File: config.mk
export PLATFORM = sky130hd
export DESIGN_NAME = mult_sequencer
export DESIGN_NICKNAME = d
export VERILOG_FILES = /design/src/rtl/mult_sequencer.sv
export SDC_FILE = /design/constraint.sdc
export NUM_CORES = 1
export LEC_CHECK = 0
export CAP_MARGIN = 20
export CORE_AREA = 2 2 39 41
export CTS_BUF_LIST = sky130_fd_sc_hd__clkbuf_16
export DETAILED_ROUTE_END_ITERATION = 6
export DIE_AREA = 0 0 41 43
export PLACE_DENSITY = 0.69
export SLEW_MARGIN = 20
export SYNTH_ARGS = -nofsm -noshare
export SYNTH_HDL_FRONTEND = slang
export SYNTH_SLANG_ARGS = --single-unit
File: constraint.sdc
create_clock -name clk -period 2.23 [get_ports clk]
set_clock_uncertainty 0.15 [all_clocks]
set_input_delay 0.5575 -clock clk [delete_from_list [all_inputs] [get_ports clk]]
set_output_delay 0.5575 -clock clk [all_outputs]
set_load 0.02 [all_outputs]
File: src/rtl/mult_sequencer.sv
// mult_sequencer: control FSM for a shift-add multiplier datapath.
// A rising edge on start runs one multiply: a load cycle, WIDTH
// add/shift iterations, then a one-cycle done pulse. Start edges seen
// while an operation is in flight are dropped. abort cancels an
// operation during LOAD or RUN.
module mult_sequencer #(
    parameter int WIDTH = 16,
    parameter int CNT_W = 5
) (
    input  logic             clk,
    input  logic             reset,
    input  logic             start,
    input  logic             abort,
    input  logic             mplier_lsb,
    output logic             load,
    output logic             shift,
    output logic             add_en,
    output logic             busy,
    output logic             done,
    output logic [CNT_W-1:0] step
);

    // Parameter sanity: at least two iterations, and the counter must hold WIDTH-1.
    if (WIDTH < 2 || (1 << CNT_W) <= WIDTH - 1) begin : g_bad_params
        $error("mult_sequencer: need WIDTH >= 2 and 2**CNT_W > WIDTH-1");
    end

    typedef enum logic [1:0] {
        IDLE = 2'b00,
        LOAD = 2'b01,
        RUN  = 2'b10,
        DONE = 2'b11
    } state_t;

    localparam logic [CNT_W-1:0] LAST_STEP = CNT_W'(WIDTH - 1);

    state_t           state_q, state_d;
    logic [CNT_W-1:0] cnt_q, cnt_d;
    logic             start_q;
    logic             start_edge;

    assign start_edge = start & ~start_q;

    // State, iteration counter and start history register.
    // NOTE: sequential state is written with non-blocking assignments only, so
    // every register samples the pre-edge values of all the others.
    always_ff @(posedge clk or negedge reset) begin
        if (!reset) begin
            state_q <= IDLE;
            cnt_q   <= '0;
            // A start held high through reset must not look like a fresh edge.
            start_q <= 1'b1;
        end else begin
            state_q <= state_d;
            cnt_q   <= cnt_d;
            start_q <= start;
        end
    end

    // Next-state logic; abort overrides every transition out of LOAD and RUN.
    // NOTE: every signal driven here gets a default first, so no path can
    // leave one unassigned and infer a latch.
    always_comb begin
        state_d = state_q;
        cnt_d   = cnt_q;
        case (state_q)
            IDLE: begin
                if (start_edge) begin
                    state_d = LOAD;
                end
            end
            LOAD: begin
                state_d = RUN;
                cnt_d   = '0;
            end
            RUN: begin
                if (cnt_q == LAST_STEP) begin
                    state_d = DONE;
                end else begin
                    cnt_d = cnt_q + 1'b1;
                end
            end
            DONE: begin
                state_d = IDLE;
                cnt_d   = '0;
            end
            default: begin
                state_d = IDLE;
                cnt_d   = '0;
            end
        endcase

        if (abort && (state_q == LOAD || state_q == RUN)) begin
            state_d = IDLE;
            cnt_d   = '0;
        end
    end

    // Datapath enables decoded from state; add_en also follows the multiplier LSB.
    always_comb begin
        load   = 1'b0;
        shift  = 1'b0;
        add_en = 1'b0;
        busy   = 1'b0;
        done   = 1'b0;
        step   = '0;
        case (state_q)
            LOAD: begin
                load = 1'b1;
                busy = 1'b1;
            end
            RUN: begin
                shift  = 1'b1;
                add_en = mplier_lsb;
                busy   = 1'b1;
                step   = cnt_q;
            end
            DONE: begin
                done = 1'b1;
            end
            default: begin
            end
        endcase
    end

endmodule

==> results.md <==
STA:
- The actual slew at the worst max-slew pin is 0.379 ns.
- The clock period could shrink to 2.14 ns.
- The count of final setup violators is 0.
- The number of failing hold endpoints at the final stage is 0.
- Setup repair after global routing left no endpoint under its margin.
- Measured against its own limit, the worst slew margin works out to 74.7%.
- After layout, the worst path uses 96.2% of the clock period.
- The number of slew-limit violations in the final report came to 0.
- For this run, the top clock speed supported by timing is 466 MHz.
- The accumulated negative setup slack is 0 ns.

Run status:
- The run finished with clean final reports.

Yosys:
- The average instance area after synthesis is 10.4 um^2.
- The number of flops mapped to enable cells by yosys is 0.
- For this run, the number of Yosys warnings is 0.
- Synthesis handed over a netlist of 52 instances.
- The post-synthesis sequential area ratio is 37.2%.
- The number of unique standard cell types used by synthesis is 26.
- In the synthesized netlist the dominant register cell turns out to be sky130_fd_sc_hd__dfrtp_1.
- After synthesis the netlist holds a flip-flop and latch count of 8.
- Synthesis produced a netlist with a net count of 64.
- Summing every instance area after synthesis gives 542 um^2.
- For this run, asynchronously set or reset flops after synthesis account for 100%.

Routing:
- Dividing the detail-routed via count by the number of cells gives 5.16.
- In this run the remaining antenna-violating nets after routing total 0.
- The overall routed net length is 1.23 mm.
- The detailed-route wire length per cell is 13.5 um.
- The routed layout has 470 vias.
- After detailed routing, the number of remaining DRC violations is 0.
- The starting DRC count in detailed routing is 4.
- The first TritonRoute pass finished after 4 iterations.

Power and ir drop:
- In this run, the combinational gates consume 54.7% of the power.
- The cell area power density is 1490 nW/um^2.
- The share of total power dissipated in sequential elements is 19.6%.
- The cell-internal power is 0.730 mW.
- The part of the total power dissipated in the clock network is 25.7%.
- IR analysis of the VDD net gives a maximum drop of 0.000645 V.
- The switching power total is 0.476 mW.
- In this run switching power makes up 39.5% of total power.
- The leakage power is 0.420 nW.

Global routing:
- Entering global routing, the biggest net connects 10 pins.
- The via count of the first global-routing pass came to 466.
- The number of antenna violations at the first check in global routing came to 0.
- In the global route stage, overall resource usage came out at 17.9%.
- The aggregate global routing overflow is 0.
- The wire length of the first global-routing pass is 2.09 mm.

Die:
- Once the floorplan was initialized, standard cells occupied 39.2% of the core.
- 15 I/O pins were placed.
- The die boundary width is 41 um.
- The chip height is 43 um.
- The floorplan step defined a die boundary enclosing 1760 um^2.
- The initialized floorplan defines 14 standard-cell rows.
- The core area is 1380 um^2.

Clock network:
- At the later pin of the worst-skew pair, clock insertion delay measures 0.24 ns.
- The number of buffers inserted by hold repair at cts is 0.
- CTS saw 8 sinks.
- In this run the clock root is driven by a sky130_fd_sc_hd__clkbuf_16.
- The maximum number of buffers from clock root to sink is 2.
- The clock transition at the registers of the reported paths is 0.04 ns.
- Buffers inserted during clock tree synthesis total 3.
- The CTS tree is built.
- CTS built an H-tree with a depth of 1.

Placement:
- The final weighted congestion of routability-driven global placement is 0.767.
- The instance area after placement is 739 um^2.
- After legalization and detailed placement, the total HPWL measured 908 um.
- Buffers placed on the I/O ports in this run total 14.

Worst setup path:
- The worst register-to-register path ends at cnt_q[3]$_DFFE_PN0P_.
- The type of destination of the critical path is a primary output.
- The critical path starts at mplier_lsb.
- The worst reg2reg path depth is 6.
- Traced cell by cell, the critical path runs through clkdlybuf4s50_1, and2_1, dlygate4sd2_1.
- For the worst setup path, the data arrival time is 1.44 ns.
- STA classifies the critical path startpoint as a primary input.
- The longest individual stage delay on the worst path is 0.45 ns.
- The required time of the worst setup path is 1.52 ns.
- The source of the worst register-to-register timing path is cnt_q[0]$_DFFE_PN0P_.
- The worst setup path is of the in -> out kind.
- The maximum net fanout on the critical path is 1.
- The slowest cell on the critical path is sky130_fd_sc_hd__clkdlybuf4s50_1.
- The capturing instance or port of the critical path is add_en.
- Setup slack on the worst reg-to-reg path comes out at 0.32 ns.

Worst hold path:
- The path class of the tightest hold or removal check is reg -> reg.

Layout:
- The number of antenna diodes in the final layout is 0.
- The net count reported at finish is 88.
- The layout-stage area growth over the synthesis result is 49.2%.
- The fraction of final layout cells with drive strength greater than 1 is 22.7%.
- Summing all non-filler instances in the final layout gives an area of 808 um^2.

Run:
- The tool flagged a number of max-cap violations equal to 0.
## cell type report
| type | instances | area (um^2) |
|---|---|---|
| clock inverter | 1 | 3.75 |
| clock buffer | 3 | 75.1 |
| multi-input combinational | 41 | 332 |
| fill | 118 | 576 |
| tap | 16 | 20.0 |
| timing repair buffer | 19 | 165 |
| sequential | 8 | 201 |
| inverter | 3 | 11.3 |
## state kept, by name (all words and copies together), names as in the netlist
register and count:
cnt_q 5, start_q 1, state_q 2
## routing by layer
| metal | vias up | global-route usage, % | part of all wire, % |
|---|---|---|---|
| met5 | - | 0 | 0 |
| met4 | 0 | 10.0 | 2.7 |
| met3 | 5 | 4.71 | 3.8 |
| met2 | 14 | 26.9 | 50 |
| met1 | 222 | 22.0 | 43 |
| li1 | 229 | - | - |
## worst max-delay path, delay by kind of cell
kind	cells	cell delay, ns
and+or+nand+nor	1	0.11
buffers and inverters	2	0.77
## kinds of logic after synthesis
logic type	count (synthesis)	synth area share [%]
flops	8	37.2
compound gates	15	22.9
buf+inv	3	2.08
fa+ha+maj	7	16.2
simple gates	18	19.9
mux	1	1.85
## Yosys cell counts (2+ instances only)
library cell	instances	area, um^2
sky130_fd_sc_hd__dfrtp_1	7	175
sky130_fd_sc_hd__a21oi_1	2	10.0
sky130_fd_sc_hd__inv_1	3	11.3
sky130_fd_sc_hd__nand2_1	4	15.0
sky130_fd_sc_hd__and2_1	6	37.5
sky130_fd_sc_hd__nand2b_1	2	12.5
sky130_fd_sc_hd__o21ai_0	3	15.0
sky130_fd_sc_hd__ha_1	7	87.6
## placed cells by master, fill, tap and decap left out
master	n
sky130_fd_sc_hd__a211o_1	1
sky130_fd_sc_hd__a211o_2	1
sky130_fd_sc_hd__a211oi_2	1
sky130_fd_sc_hd__a21oi_1	2
sky130_fd_sc_hd__a31o_4	1
sky130_fd_sc_hd__a31oi_1	1
sky130_fd_sc_hd__and2_1	6
sky130_fd_sc_hd__and3_1	1
sky130_fd_sc_hd__buf_4	5
sky130_fd_sc_hd__clkbuf_16	3
sky130_fd_sc_hd__clkdlybuf4s50_1	4
sky130_fd_sc_hd__dfrtp_1	7
sky130_fd_sc_hd__dfstp_2	1
sky130_fd_sc_hd__dlygate4sd2_1	10
sky130_fd_sc_hd__ha_1	6
sky130_fd_sc_hd__ha_2	1
sky130_fd_sc_hd__inv_1	4
sky130_fd_sc_hd__mux2i_1	1
sky130_fd_sc_hd__nand2_1	4
sky130_fd_sc_hd__nand2_2	1
sky130_fd_sc_hd__nand2b_1	2
sky130_fd_sc_hd__nand2b_4	1
sky130_fd_sc_hd__nand4_1	1
sky130_fd_sc_hd__nor2_1	1
sky130_fd_sc_hd__nor2b_1	1
sky130_fd_sc_hd__o211a_1	1
sky130_fd_sc_hd__o21ai_0	3
sky130_fd_sc_hd__o21ai_1	1
sky130_fd_sc_hd__o21ai_2	1
sky130_fd_sc_hd__o31ai_1	1
sky130_fd_sc_hd__o31ai_2	1
## through the flow
step	total power, mW	hold slack (ns)	setup WS, ns	instances	utilization, %
3_3_place_gp	0.903	0.324	-0.187	87	53.4
2_1_floorplan	0.657	0.112	0.364	52	-
5_1_grt	1.30	0.380	0.0212	91	58.4
3_5_place_dp	0.923	0.346	-0.186	87	53.4
6_report	1.21	0.352	0.0853	91	58.4
4_1_cts	1.21	0.354	0.0808	91	58.4
## power groups by stage
stage / registers [mW] / logic, mW / clock network [mW]
after detailed placement: 0.237 / 0.687 / 0
after global routing: 0.244 / 0.730 / 0.322
after global placement: 0.231 / 0.672 / 0
after CTS: 0.236 / 0.663 / 0.314
after floorplan: 0.229 / 0.429 / 0
final: 0.237 / 0.659 / 0.310
## how the worst min path moves through the flow
stage | end | cells after the start | from
after floorplan | cnt_q[0]$_DFFE_PN0P_ | 0 | reset
after global placement | cnt_q[3]$_DFFE_PN0P_ | 1 | cnt_q[3]$_DFFE_PN0P_
after detailed placement | cnt_q[4]$_DFFE_PN0P_ | 2 | cnt_q[4]$_DFFE_PN0P_
after CTS | cnt_q[4]$_DFFE_PN0P_ | 2 | cnt_q[4]$_DFFE_PN0P_
after global routing | cnt_q[3]$_DFFE_PN0P_ | 1 | cnt_q[3]$_DFFE_PN0P_
final | cnt_q[4]$_DFFE_PN0P_ | 2 | cnt_q[4]$_DFFE_PN0P_
## timing repair
action | in CTS | in global routing
resized for setup | 11 | 0
buffers inserted | 0 | 0
hold endpoints to repair | 0 | 0
endpoints found under the setup margin | 10 | 0
Power figures use the tool's default switching activity.
